$ cat config.mk
export PLATFORM = sky130hd
export DESIGN_NAME = auto_fire_ctrl
export DESIGN_NICKNAME = d
export VERILOG_FILES = /design/src/rtl/auto_fire_pkg.sv /design/src/rtl/auto_fire_ctrl_pulse_timer.sv /design/src/rtl/auto_fire_ctrl.sv
export SDC_FILE = /design/constraint.sdc
export NUM_CORES = 1
export LEC_CHECK = 0
export ABC_AREA = 1
export BUFFER_PORTS_ARGS = -buffer_cell sky130_fd_sc_hd__buf_4
export CORE_ASPECT_RATIO = 1.25
export CORE_MARGIN = 2
export CORE_UTILIZATION = 50
export DETAILED_ROUTE_END_ITERATION = 10
export PLACE_DENSITY = 0.69
export SLEW_MARGIN = 10
export SYNTH_ARGS = -nofsm -noshare
export SYNTH_HDL_FRONTEND = slang
export SYNTH_SLANG_ARGS = --single-unit
$ cat constraint.sdc
create_clock -name clk -period 2 [get_ports clk]
set_input_delay 0.1 -clock clk [delete_from_list [all_inputs] [get_ports clk]]
set_output_delay 0.1 -clock clk [all_outputs]
set_load 0.005 [all_outputs]
$ cat src/rtl/auto_fire_pkg.sv
// auto_fire_pkg: shared types and constants for the auto-fire controller.
//   fire_state_e        : controller state encoding, also exported on the
//                         controller's state port.
//   DEFAULT_CX/CY       : screen centre in pixels.
//   DEFAULT_LOCK_ZONE   : lock window half-width. The pixel mixer draws its
//                         lock window from the same constants.
//   in_lock_window()    : strict-bounds lock window test in 11-bit unsigned,
//                         so that CX+LOCK_ZONE above 1023 cannot wrap.
package auto_fire_pkg;

    typedef enum logic [1:0] {
        IDLE     = 2'd0,
        TRACK    = 2'd1,
        FIRE     = 2'd2,
        COOLDOWN = 2'd3
    } fire_state_e;

    localparam int DEFAULT_CX        = 320;
    localparam int DEFAULT_CY        = 240;
    localparam int DEFAULT_LOCK_ZONE = 30;

    function automatic logic in_lock_window(
        input logic [9:0] x,
        input logic [9:0] y,
        input logic       detected,
        input int         cx,
        input int         cy,
        input int         zone
    );
        logic [10:0] xe;
        logic [10:0] ye;
        xe = {1'b0, x};
        ye = {1'b0, y};
        return detected
            && (xe > 11'(cx - zone)) && (xe < 11'(cx + zone))
            && (ye > 11'(cy - zone)) && (ye < 11'(cy + zone));
    endfunction

endpackage

$ cat src/rtl/auto_fire_ctrl_pulse_timer.sv
// pulse_timer: fixed-width pulse generator.
//   clk, reset : clock and synchronous active-high reset.
//   start      : begins a pulse. Ignored while a pulse is already running.
//   busy       : registered. High for exactly CYCLES cycles, starting on the
//                edge that samples start.
//   done       : one-cycle pulse on the last busy cycle. The edge that ends
//                that cycle is the edge on which busy falls.
module pulse_timer #(
    parameter int CYCLES = 4
) (
    input  logic clk,
    input  logic reset,
    input  logic start,
    output logic busy,
    output logic done
);

    localparam int CW = (CYCLES > 1) ? $clog2(CYCLES) : 1;

    // Number of busy cycles still to come after the current one.
    logic [CW-1:0] remaining;

    always_ff @(posedge clk) begin
        if (reset) begin
            busy      <= 1'b0;
            remaining <= '0;
        end else if (!busy) begin
            if (start) begin
                busy      <= 1'b1;
                remaining <= CW'(CYCLES - 1);
            end
        end else if (remaining == '0) begin
            busy <= 1'b0;
        end else begin
            remaining <= remaining - CW'(1);
        end
    end

    assign done = busy && (remaining == '0);

endmodule

$ cat src/rtl/auto_fire_ctrl.sv
// auto_fire_ctrl: frame-synchronous trigger controller.
// It samples the tracker once per frame, qualifies a lock over consecutive
// in-zone frames, fires one fixed-width pulse, then waits out a cooldown.
//   clk, reset         : clock and synchronous active-high reset.
//   frame_start        : one-cycle pulse per frame. Samples are taken only then.
//   enable             : arm switch (level).
//   aim_x/aim_y        : tracker aim point.
//   aim_detected       : tracker valid flag.
//   lock_x/lock_y      : aim point latched at the last frame_start.
//   lock_valid         : aim_detected latched at the last frame_start.
//   locked             : the last sample was inside the lock window.
//   state              : current state (fire_state_e encoding).
//   fire               : registered trigger pulse, FIRE_CYCLES wide.
//   shot_count         : shots fired, saturating at 255.
module auto_fire_ctrl
    import auto_fire_pkg::*;
#(
    parameter int CX              = DEFAULT_CX,
    parameter int CY              = DEFAULT_CY,
    parameter int LOCK_ZONE       = DEFAULT_LOCK_ZONE,
    parameter int LOCK_FRAMES     = 4,
    parameter int LOST_FRAMES     = 3,
    parameter int FIRE_CYCLES     = 2500000,
    parameter int COOLDOWN_FRAMES = 30
) (
    input  logic       clk,
    input  logic       reset,
    input  logic       frame_start,
    input  logic       enable,
    input  logic [9:0] aim_x,
    input  logic [9:0] aim_y,
    input  logic       aim_detected,
    output logic [9:0] lock_x,
    output logic [9:0] lock_y,
    output logic       lock_valid,
    output logic       locked,
    output logic [1:0] state,
    output logic       fire,
    output logic [7:0] shot_count
);

    if (LOCK_ZONE > CX || LOCK_ZONE > CY) begin : g_bad_zone
        $error("auto_fire_ctrl: LOCK_ZONE must not exceed CX or CY");
    end
    if (LOCK_FRAMES < 1 || LOCK_FRAMES > 15 || LOST_FRAMES < 1 || LOST_FRAMES > 15
        || COOLDOWN_FRAMES < 1 || COOLDOWN_FRAMES > 255 || FIRE_CYCLES < 1) begin : g_bad_range
        $error("auto_fire_ctrl: frame/cycle parameter out of range");
    end

    localparam logic [1:0] ST_IDLE     = IDLE;
    localparam logic [1:0] ST_TRACK    = TRACK;
    localparam logic [1:0] ST_FIRE     = FIRE;
    localparam logic [1:0] ST_COOLDOWN = COOLDOWN;

    logic [3:0] hit_cnt;
    logic [3:0] miss_cnt;
    logic [7:0] cool_cnt;

    logic [1:0] state_n;
    logic [3:0] hit_n;
    logic [3:0] miss_n;
    logic [7:0] cool_n;
    logic [3:0] hit_adv;
    logic [3:0] miss_adv;
    logic       in_zone;
    logic       fire_start;
    logic       shot_inc;
    logic       timer_done;

    assign in_zone = in_lock_window(aim_x, aim_y, aim_detected, CX, CY, LOCK_ZONE);

    // Counter values that a frame sample would produce while tracking.
    assign hit_adv  = !in_zone ? 4'd0 :
                      (hit_cnt == 4'(LOCK_FRAMES)) ? hit_cnt : hit_cnt + 4'd1;
    assign miss_adv = aim_detected ? 4'd0 : miss_cnt + 4'd1;

    always_comb begin
        state_n    = state;
        hit_n      = hit_cnt;
        miss_n     = miss_cnt;
        cool_n     = cool_cnt;
        fire_start = 1'b0;
        shot_inc   = 1'b0;
        case (state)
            ST_IDLE: begin
                // The entry sample already counts toward the lock streak.
                if (frame_start && enable && aim_detected) begin
                    state_n = ST_TRACK;
                    hit_n   = 4'(in_zone);
                    miss_n  = 4'd0;
                end
            end
            ST_TRACK: begin
                // Disarm wins over a coincident sample; counters are not advanced.
                if (!enable) begin
                    state_n = ST_IDLE;
                    hit_n   = 4'd0;
                    miss_n  = 4'd0;
                end else if (frame_start) begin
                    hit_n  = hit_adv;
                    miss_n = miss_adv;
                    if (hit_adv == 4'(LOCK_FRAMES)) begin
                        state_n    = ST_FIRE;
                        fire_start = 1'b1;
                        hit_n      = 4'd0;
                        miss_n     = 4'd0;
                    end else if (miss_adv == 4'(LOST_FRAMES)) begin
                        state_n = ST_IDLE;
                        hit_n   = 4'd0;
                        miss_n  = 4'd0;
                    end
                end
            end
            ST_FIRE: begin
                // Only the pulse timer ends FIRE; samples and enable are ignored.
                if (timer_done) begin
                    state_n  = ST_COOLDOWN;
                    shot_inc = 1'b1;
                    cool_n   = 8'd0;
                    hit_n    = 4'd0;
                    miss_n   = 4'd0;
                end
            end
            ST_COOLDOWN: begin
                // Counters stay cleared so a re-fire needs a fresh streak.
                if (frame_start) begin
                    if (cool_cnt == 8'(COOLDOWN_FRAMES - 1)) begin
                        state_n = (enable && aim_detected) ? ST_TRACK : ST_IDLE;
                        cool_n  = 8'd0;
                    end else begin
                        cool_n = cool_cnt + 8'd1;
                    end
                end
            end
            default: begin
                state_n = ST_IDLE;
            end
        endcase
    end

    always_ff @(posedge clk) begin
        if (reset) begin
            state      <= ST_IDLE;
            hit_cnt    <= 4'd0;
            miss_cnt   <= 4'd0;
            cool_cnt   <= 8'd0;
            shot_count <= 8'd0;
            lock_x     <= 10'd0;
            lock_y     <= 10'd0;
            lock_valid <= 1'b0;
            locked     <= 1'b0;
        end else begin
            state    <= state_n;
            hit_cnt  <= hit_n;
            miss_cnt <= miss_n;
            cool_cnt <= cool_n;
            if (shot_inc && shot_count != 8'hFF) begin
                shot_count <= shot_count + 8'd1;
            end
            if (frame_start) begin
                lock_x     <= aim_x;
                lock_y     <= aim_y;
                lock_valid <= aim_detected;
                locked     <= in_zone;
            end
        end
    end

    // fire is the timer's registered busy flag, so it is high exactly
    // while the state register holds FIRE.
    pulse_timer #(
        .CYCLES (FIRE_CYCLES)
    ) u_fire_timer (
        .clk   (clk),
        .reset (reset),
        .start (fire_start),
        .busy  (fire),
        .done  (timer_done)
    );

endmodule

==> metrics.md, run 1 <==
| Metric | Value |
|---|---|
| Global-route wire length before repair | 17.2 mm |
| Synth area leader | dfxtp_1 |
| Global route overflow | 0 |
| Critical path class | in2reg |
| Share of layout cells above drive strength 1 | 28.8% |
| Rel. slew slack | 70.3% |
| DR vias/cell | 5.29 |
| Clk sink count | 71 |
| Post-synth top area share | 35.3% |
| Vias | 4,118 |
| Fin area | 5360 sq um |
| Syn_nets | 620 |
| Synth Warn # | 0 |
| Detail Route Antenna Nets | 0 |
| Non-filler cells, final | 778 |
| Via count of the first global-routing pass | 3,824 |
| EDFF count, synth | 0 |
| Number of diodes | 0 |
| Final Max Slew Viols | 0 |
| Final period util | 100% |
| DRC violations left | 0 |
| Dpl cell area | 4660 sq um |
| CP startpoint kind | input port |
| Worst path arrival time | 2240 ps |
| Register area share after synthesis | 35.3% |
| Failing checks | setup timing |
| Die Height | 104 um |
| Commonest cells after routing, fill and taps aside | nand2_1, buf_4, nor2_1, dfxtp_1, inv_1 |
| Top area cells in the synthesized netlist | dfxtp_1, nand2_1, nor2_1 |
| Cell Area, Synth | 4030 sq um |
| Worst-path clk slew | 70 ps |
| Worst reg2reg setup slack | 40 ps |
| Fin nets | 715 |
| Slew @ Worst Pin | 446 ps |
| PnR worst setup slack | -7.31 ps |
| I/O pins | 58 |
| Pwr Total | 3.46 mW |
| Number of buffers created by CTS | 9 |
| Routability cong. | 0.917 |
| Die area | 8790 sq um |
| Hold_ws | 19.8 ps |
| Placement Rows | 36 |
| Clk buf depth | 2 |
| Most used flip-flop cell after synthesis | dfxtp_1 |
| Avg Cell Area, Syn | 6.91 sq um |
| Fin util | 68.8% |
| Post-layout min period | 2010 ps |
| Drt wl/cell | 14.1 um |
| Starting Density | 51.7% |
| Finish-stage setup viols | 4 |
| RSZ-0062 raised after global routing | yes |
| Commonest non-fill, non-tap cell in the layout | nand2_1 |
| CTS tree | yes |
| Worst min path class | in2reg |
| Largest net degree at the start of global routing | 34 |
| Setup Skew | 7.31 ps |
| H-tree levels | 3 |
| Area grow syn2layout | 33.1% |
| Status | complete, but fails checks |
| DRT iter0 DRCs | 188 |
| Later-pin clock latency in the skew report | 360 ps |
| Hold path depth | 3 |
| TritonRoute pass-1 iters | 5 |
| Global Route Usage Sum | 24.0% |
| Clk root buf | clkbuf_8 |
| Fmax | 498 MHz |
| Area of the multi-input gates | 2480 sq um |
| Async SR Flop Fraction | 0% |
| Initial antenna violation count | 0 |
| Cell count after synthesis | 583 |
| Die Width | 84.3 um |
| Crit-path max FO | 7 |
| CP required | 2230 ps |
| Filler cell count | 660 |
| Pre-CTS setup slack | -6.70 ps |
| Sum Neg Setup Slack | -12.9 ps |
| Post-synthesis register bit count | 71 |
| Placed cells | 740 |
| Final Hold Viols | 0 |
| Dpl hpwl | 7.33 mm |
| Area of the core | 7790 sq um |
| Pwr dens | 645 nW/um^2 |
| Leakage | 2.42 nW |
| Routed WL | 11.0 mm |
| Peak VDD IR | 0.602 mV |
| Synth cell types | 40 |
| Crit. End Element | flip-flop |
| Register area | 1430 sq um |
| Worst-case reg-to-reg path depth | 14 |
| # port buffers | 57 |
| Max-cap violations | 0 |
final cells by class:
| class | count | area share, % |
|---|---|---|
| clock inverters | 7 | 1.38 |
| clock buffers | 9 | 2.31 |
| well taps | 95 | 2.22 |
| flip-flops and latches | 71 | 26.6 |
| repair buffers | 102 | 16.7 |
| multi-input cells | 431 | 46.3 |
| inverters | 63 | 4.46 |
timing repair:
| action | 4_1_cts | 5_1_grt |
|---|---|---|
| setup endpoints to repair | 3 | 45 |
| pin swaps | 0 | 17 |
| buffers inserted | 0 | 6 |
| gates cloned | 0 | 3 |
| resized for setup | 1 | 69 |
| hold endpoints to repair | 14 | 0 |
| hold buffers | 14 | 0 |
final timing paths:
| check | startpoint | endpoint |
|---|---|---|
| min | aim_y[3] | lock_y[3]$_SDFFE_PP0P_ |
| max reg2reg | hit_cnt[0]$_SDFFE_PP0P_ | u_fire_timer.remaining[6]$_SDFFE_PP0P_ |
| min reg2reg | lock_valid$_SDFFE_PP0P_ | lock_valid$_SDFFE_PP0P_ |
| max | aim_y[4] | u_fire_timer.remaining[6]$_SDFFE_PP0P_ |
critical path, stage by stage:
cell	delay, ps
dlygate4sd3_1	540
buf_4	150
nor2_4	110
nand3_2	90
nand2_2	110
nand3_2	100
nor2_4	170
nand4_4	120
o21bai_4	260
nand2_4	150
clkbuf_16	210
nand2_4	70
a21oi_2	40
sequential cells by signal (all words and copies together) (netlist names), named ones only:
name and flops:
cool_cnt 8, hit_cnt 4, lock_valid 1, lock_x 10
lock_y 10, locked 1, miss_cnt 4, shot_count 8
state 1, u_fire_timer.busy 1, u_fire_timer.remaining 22
cells by family (layout without fill, tap and decap cells):
| family | Yosys count | in the layout | share of synthesized area [%] |
|---|---|---|---|
| adder cells (fa/ha/maj) | 12 | 12 | 3.73 |
| buffers and inverters | 81 | 181 | 8.61 |
| flip-flops | 71 | 71 | 35.3 |
| AO/OA/AOI/OAI | 93 | 93 | 13.5 |
| XOR/XNOR | 16 | 16 | 3.48 |
| AND/OR/NAND/NOR | 310 | 310 | 35.4 |
where the power goes:
part	total [mW]	switching [mW]	internal, mW
clock network	1.16	0.582	0.574
logic	0.743	0.413	0.330
registers	1.56	0.0611	1.50
total	3.46	1.06	2.40
cells in the mapped netlist, types with 9 or more instances:
master,n
a21oi_1,37
a21oi_2,10
clkbuf_1,10
dfxtp_1,71
ha_1,12
inv_1,57
nand2_1,123
nand3_1,39
nand3_2,11
nand4_1,10
nor2_1,87
nor3_1,13
o21ai_0,34
xor2_1,9
routing by layer:
| metal | track usage (%) | part of all wire (%) | up-vias |
|---|---|---|---|
| li1 | - | - | 2083 |
| met1 | 27.7 | 41 | 1889 |
| met2 | 41.9 | 52 | 123 |
| met3 | 3.57 | 4.5 | 23 |
| met4 | 13.1 | 2.9 | 0 |
| met5 | 0 | 0 | - |
Note: power is estimated with default switching activity, not from simulation.
==> run 2: changes to the inputs <==
- PLACE_DENSITY: 0.69 -> 0.72
- clock period: 2 -> 1.65 ns (I/O delays scaled with it)
==> metrics.md, run 2 (synthesis results as in run 1) <==
| Metric | Value |
|---|---|
| Peak VDD IR | 0.657 mV (+9.1%) |
| Placement Rows | 36 (unchanged) |
| Setup Skew | 10.7 ps (+3.34 ps) |
| Max-cap violations | 0 (unchanged) |
| Combinational share of power | 27.4% (+5.9 points) |
| CP required | 1900 ps (-330 ps) |
| Critical path class | reg2reg |
| Final Max Slew Viols | 0 (unchanged) |
| Area of the core | 7790 sq um (unchanged) |
| Crit-path max FO | 8 (+1) |
| Dpl hpwl | 7.71 mm (+5.1%) |
| Rel. slew slack | 66.2% (-4.0 points) |
| Status | complete, but fails checks |
| Commonest cells after routing, fill and taps aside | buf_4, nand2_1, nor2_1, dfxtp_1, inv_1 |
| Failing checks | setup timing |
| CP Cell Sequence | inv_2, ha_4, nand2_4, nor2_4, nand4_1, nand2_2, buf_12, nand3_4, nor2_4, and3_1, nor3_1 |
| CP startpoint kind | flip-flop |
| Final Hold Viols | 0 (unchanged) |
| TritonRoute pass-1 iters | 5 (unchanged) |
| Worst-path clk slew | 90 ps (+20 ps) |
| Biggest regs | u_fire_timer.remaining x22, lock_x x10, lock_y x10 |
| Fmax | 521 MHz |
| Clk root buf | clkbuf_8 |
| Pwr dens | 779 nW/um^2 (+21%) |
| Die area | 8790 sq um (unchanged) |
| CP max-delay cell | dfxtp_2 |
| Dpl cell area | 5110 sq um (+9.6%) |
| Worst min path class | in2reg |
| Power share of the clock group | 33.2% (-0.2 points) |
| Clk sink count | 71 (unchanged) |
| Drt wl/cell | 15.2 um (+7.9%) |
| # port buffers | 57 (unchanged) |
| Largest net degree at the start of global routing | 31 (-8.8%) |
| Global route overflow | 0 (unchanged) |
| Final period util | 116% |
| Leakage | 2.86 nW (+18%) |
| Largest register FFs | 22 (unchanged) |
| Starting Density | 51.7% (unchanged) |
| RSZ-0062 raised after global routing | yes |
| Worst path max stage delay | 330 ps (-210 ps) |
| Area grow syn2layout | 52.8% |
| Sequential share of power | 39.4% (-5.7 points) |
| DR vias/cell | 5.41 (+2.2%) |
| DRC violations left | 0 (unchanged) |
| Crit. End Element | flip-flop |
| H-tree levels | 3 (unchanged) |
| Routability cong. | 0.870 (-5.1%) |
| Finish-stage setup viols | 46 (+42) |
| Vias | 4,588 (+11%) |
| Crit-path most repeated cell | nor2_4 |
| Commonest non-fill, non-tap cell in the layout | buf_4 |
| Buf+Inv Stages, Crit Path | 2 (-1) |
| Initial antenna violation count | 0 (unchanged) |
| Share of layout cells above drive strength 1 | 41.8% (+13 points) |
| Later-pin clock latency in the skew report | 360 ps (about the same) |
| Via count of the first global-routing pass | 4,339 (+13%) |
| Design internal power | 3.28 mW (+36%) |
| CTS tree | yes |
| Die Height | 104 um (unchanged) |
| Slew @ Worst Pin | 506 ps (+60.1 ps) |
| Global Route Usage Sum | 26.7% (+2.7 points) |
| Number of buffers created by CTS | 9 (unchanged) |
| Routed WL | 12.9 mm (+18%) |
| Fin nets | 785 (+9.8%) |
| I/O pins | 58 (unchanged) |
| Global-route wire length before repair | 19.3 mm (+12%) |
| Top reg by flops | u_fire_timer.remaining |
| Die Width | 84.3 um (unchanged) |
| Clk buf depth | 2 (unchanged) |
| Switching share of power | 31.7% (+1.1 points) |
| DRT iter0 DRCs | 251 (+34%) |
| Sum Neg Setup Slack | -8020 ps (-8010 ps) |
| Detail Route Antenna Nets | 0 (unchanged) |
| Number of diodes | 0 (unchanged) |
| Top Family by Delay on Critical Path | simple AND/OR/NAND/NOR gates |
| Fin area | 6160 sq um (+15%) |
| Worst path arrival time | 2170 ps (-70 ps) |
| PnR worst setup slack | -271 ps (-264 ps) |
| Post-layout min period | 1920 ps |
| Switch Pwr | 1.52 mW (+44%) |
run 2: changes by cell type in the layout (fill, tap and decap cells not counted), sizes merged:
cell         previous run  this run
inv                    63        64
bufinv                  1         2
dlygate4sd3            14        17
clkinv                  2         1
clkinvlp                4         3
clkbuf                 11         9
buf                    86       155
run 2: layout make-up:
type | count | area [sq um]
multi-input cells | 431 | 2720
fillers | 511 | 1640
flip-flops and latches | 71 | 1440
repair buffers | 172 | 1410
inverters | 63 | 246
clock buffers | 9 | 124
well taps | 95 | 119
clock inverters | 7 | 96.3
run 2: worst reg2reg max path: cells and delay by family, from the launching register on:
family | cells | cell delay (ps)
simple gates | 8 | 1110
buf+inv | 2 | 190
flops | 1 | 330
fa+ha+maj | 1 | 180
run 2: routing by layer:
layer / share of wire (%) / routed length (um) / vias to the layer above / GRT usage, %
met2: 53 / 6900 / 132 / 48.5
met3: 4.5 / 584 / 38 / 4.44
met1: 39 / 5040 / 2198 / 30.5
li1: - / - / 2220 / -
met5: 0 / 0 / - / 0
met4: 2.9 / 378 / 0 / 10.9
run 2: power groups by stage:
stage / Combinational (mW) / Sequential [mW] / Clock (mW)
finish: 1.32 / 1.89 / 1.59
global route: 1.42 / 1.90 / 1.68
CTS: 1.15 / 1.87 / 1.60
detailed placement: 0.929 / 1.91 / 0
global placement: 0.903 / 1.91 / 0
floorplan: 0.492 / 1.92 / 0
run 2: final timing paths:
path	from	end	slack [ps]	cells after the start
setup / recovery	u_fire_timer.remaining[0]$_SDFFE_PP0P_	cool_cnt[5]$_SDFFE_PP0P_	-270	11
setup reg to reg	u_fire_timer.remaining[0]$_SDFFE_PP0P_	cool_cnt[5]$_SDFFE_PP0P_	-270	11
hold reg to reg	lock_valid$_SDFFE_PP0P_	lock_valid$_SDFFE_PP0P_	480	2
hold / removal	aim_x[3]	lock_x[3]$_SDFFE_PP0P_	20	3
run 2: stage by stage:
step           setup slack (ps)  total power [mW]  hold WS [ps]  std cells  utilization, %
6_report                   -271              4.80          20.9        848            79.0
4_1_cts                    -126              4.62          6.37        841            74.5
2_1_floorplan             -47.5              2.41           180        583               -
3_5_place_dp               -230              2.84           323        794            65.6
3_3_place_gp               -169              2.81           317        794            65.6
5_1_grt                    -366              5.00          4.64        848            79.0
run 2: repair_timing:
item / CTS / global route
cloned: 0 / 0
buffers inserted: 15 / 9
pin swaps: 27 / 36
resized for setup: 59 / 85
setup endpoints to repair: 48 / 49
hold buffers: 17 / 0
hold endpoints to repair: 17 / 0
==> run 3: changes to the inputs <==
- PLACE_DENSITY: 0.72 -> 0.69
- clock period: 1.65 -> 2.45 ns (I/O delays scaled with it)
==> metrics.md, run 3 (synthesis results as in run 1) <==
| Metric | Value |
|---|---|
| Starting Density | 51.7% (unchanged) |
| Largest net degree at the start of global routing | 31 (unchanged) |
| Critical hold path startpoint | aim_x[2] |
| Peak VDD IR | 0.432 mV (-34%) |
| DR vias/cell | 5.21 (-3.7%) |
| CP Cell Sequence | inv_1, ha_1, nand2_1, nor2_1, nand4_1, nand2_2, nand2_2, inv_1, o21ai_0, o21ai_0, a21oi_1 |
| Global-route wire length before repair | 16.4 mm (-15%) |
| Clk root buf | clkbuf_8 |
| Finish-stage setup viols | 0 (-100%) |
| Sum Neg Setup Slack | 0 ps (+8020 ps) |
| Fin util | 60.8% (-18 points) |
| Dpl hpwl | 7.07 mm (-8.3%) |
| Buf+Inv Stages, Crit Path | 2 (unchanged) |
| Critical path class | reg2reg |
| Crit-path max FO | 8 (unchanged) |
| Worst min path class | in2reg |
| Later-pin clock latency in the skew report | 360 ps (about the same) |
| Drt wl/cell | 13.0 um (-14%) |
| Die Height | 104 um (unchanged) |
| Rel. slew slack | 61.1% (-5.1 points) |
| Worst path arrival time | 2380 ps (+210 ps) |
| CP required | 2680 ps (+780 ps) |
| Filler cell count | 763 (+49%) |
| Final period util | 88.0% (-28 points) |
| Global route overflow | 0 (unchanged) |
| Max-cap violations | 0 (unchanged) |
| Hold EP | lock_x[2]$_SDFFE_PP0P_ |
| Post-layout min period | 2160 ps (+236 ps) |
| RSZ-0062 raised after global routing | no |
| Hold path depth | 3 (unchanged) |
| Global Route Usage Sum | 22.6% (-4.1 points) |
| Clk buf depth | 2 (unchanged) |
| Biggest regs | u_fire_timer.remaining x22, lock_x x10, lock_y x10 |
| Launch point of the worst reg-to-reg path | u_fire_timer.remaining[0]$_SDFFE_PP0P_ |
| Detail Route Antenna Nets | 0 (unchanged) |
| Worst-path clk slew | 80 ps (about the same) |
| Initial antenna violation count | 0 (unchanged) |
| Fmax | 464 MHz (-11%) |
| Commonest non-fill, non-tap cell in the layout | nand2_1 |
| # port buffers | 57 (unchanged) |
| Area of the core | 7790 sq um (unchanged) |
| Leakage | 2.18 nW (-24%) |
| Commonest cells after routing, fill and taps aside | nand2_1, nor2_1, dfxtp_1, buf_4, inv_1 |
| Top Family by Delay on Critical Path | simple AND/OR/NAND/NOR gates |
| Die Width | 84.3 um (unchanged) |
| Setup Skew | 9.61 ps (-1.04 ps) |
| Dpl cell area | 4520 sq um (-11%) |
| Status | finished, final reports clean |
| DRC violations left | 0 (unchanged) |
| DRT iter0 DRCs | 197 (-22%) |
| Number of buffers created by CTS | 9 (unchanged) |
| Worst-case reg-to-reg path depth | 11 (unchanged) |
| CP startpoint kind | flip-flop |
| Routability cong. | 0.899 (+3.4%) |
| Fin area | 4740 sq um (-23%) |
| Post_cts resized | 0 (-100%) |
| Placement Rows | 36 (unchanged) |
| Die area | 8790 sq um (unchanged) |
| H-tree levels | 3 (unchanged) |
| Reg-to-Reg End | hit_cnt[0]$_SDFFE_PP0P_ |
| TritonRoute pass-1 iters | 5 (unchanged) |
| Slew @ Worst Pin | 583 ps (+77.1 ps) |
| Top reg by flops | u_fire_timer.remaining |
| Clk sink count | 71 (unchanged) |
| Fin nets | 678 (-14%) |
| Routed WL | 9.67 mm (-25%) |
| Final Max Slew Viols | 0 (unchanged) |
| Worst path max stage delay | 340 ps (about the same) |
| CP max-delay cell | dfxtp_1 |
| Via count of the first global-routing pass | 3,677 (-15%) |
| Area grow syn2layout | 17.7% |
| Worst reg2reg setup slack | 290 ps (+560 ps) |
| Number of diodes | 0 (unchanged) |
| I/O pins | 58 (unchanged) |
| Vias | 3,860 (-16%) |
| CTS tree | yes |
| Largest register FFs | 22 (unchanged) |
| Final Hold Viols | 0 (unchanged) |
| Crit. End Element | flip-flop |
| Pwr dens | 571 nW/um^2 (-27%) |
| Share of layout cells above drive strength 1 | 19.5% (-22 points) |
run 3: changes by cell type in the layout (fill, tap and decap cells not counted), moves of 12 or more:
cell | previous run | this run
buf_4 | 139 | 62
nand2_1 | 100 | 123
nor2_1 | 66 | 87
dlygate4sd3_1 | 17 | 2
buf_6 | 14 | 0
dfxtp_1 | 58 | 71
dfxtp_2 | 13 | 0
nor2_4 | 15 | 2
nand2_2 | 15 | 3
run 3: final cells by class:
class,instances,area (sq um),share of cell area [%]
repair buffers,65,505,10.7
multi-input cells,431,2260,47.7
clock buffers,9,124,2.61
clock inverters,7,73.8,1.56
flip-flops and latches,71,1420,30.0
inverters,63,236,4.99
well taps,95,119,2.51
run 3: worst min-delay path: stages:
cell and delay (ps):
buf_4 90, nor2_1 40, nor2_1 80
run 3: power by group:
part | total [mW] | internal (mW) | switching, mW
clock | 0.932 | 0.469 | 0.463
sequential | 1.28 | 1.22 | 0.0563
combinational | 0.500 | 0.198 | 0.302
total | 2.71 | 1.89 | 0.821
run 3: worst max-delay path by stage:
stage	startpoint	to	slack (ps)	cells after the start
after floorplan	hit_cnt[0]$_SDFFE_PP0P_	u_fire_timer.remaining[4]$_SDFFE_PP0P_	670	11
after global placement	u_fire_timer.remaining[0]$_SDFFE_PP0P_	hit_cnt[0]$_SDFFE_PP0P_	350	11
after detailed placement	hit_cnt[0]$_SDFFE_PP0P_	u_fire_timer.remaining[4]$_SDFFE_PP0P_	300	11
after CTS	hit_cnt[0]$_SDFFE_PP0P_	u_fire_timer.remaining[0]$_SDFFE_PP0P_	280	11
after global routing	u_fire_timer.remaining[0]$_SDFFE_PP0P_	hit_cnt[0]$_SDFFE_PP0P_	80	11
final	u_fire_timer.remaining[0]$_SDFFE_PP0P_	hit_cnt[0]$_SDFFE_PP0P_	290	11
run 3: metal layers:
metal / wire [um] / global-route usage, % / part of all wire (%) / up-vias
met5: 0 / 0 / 0 / -
met4: 225 / 10.0 / 2.3 / 0
met3: 484 / 3.57 / 5.0 / 18
met2: 4870 / 40.0 / 50 / 106
met1: 4090 / 26.5 / 42 / 1728
li1: - / - / - / 2008
run 3: stage by stage:
| stage | hold WS, ps | std cells | setup WS [ps] | power (mW) |
|---|---|---|---|---|
| 6_report | 10.8 | 741 | 293 | 2.71 |
| 4_1_cts | 1.04 | 741 | 280 | 2.74 |
| 5_1_grt | 20.9 | 741 | 81.3 | 2.86 |
| 2_1_floorplan | 219 | 583 | 671 | 1.61 |
| 3_3_place_gp | 361 | 723 | 353 | 1.79 |
| 3_5_place_dp | 370 | 723 | 299 | 1.79 |
run 3: repair_timing:
| action | CTS | global route |
|---|---|---|
| buffers inserted | 0 | 0 |
| endpoints found under the hold margin | 2 | 0 |
| hold buffers | 2 | 0 |
| endpoints found under the setup margin | 0 | 0 |
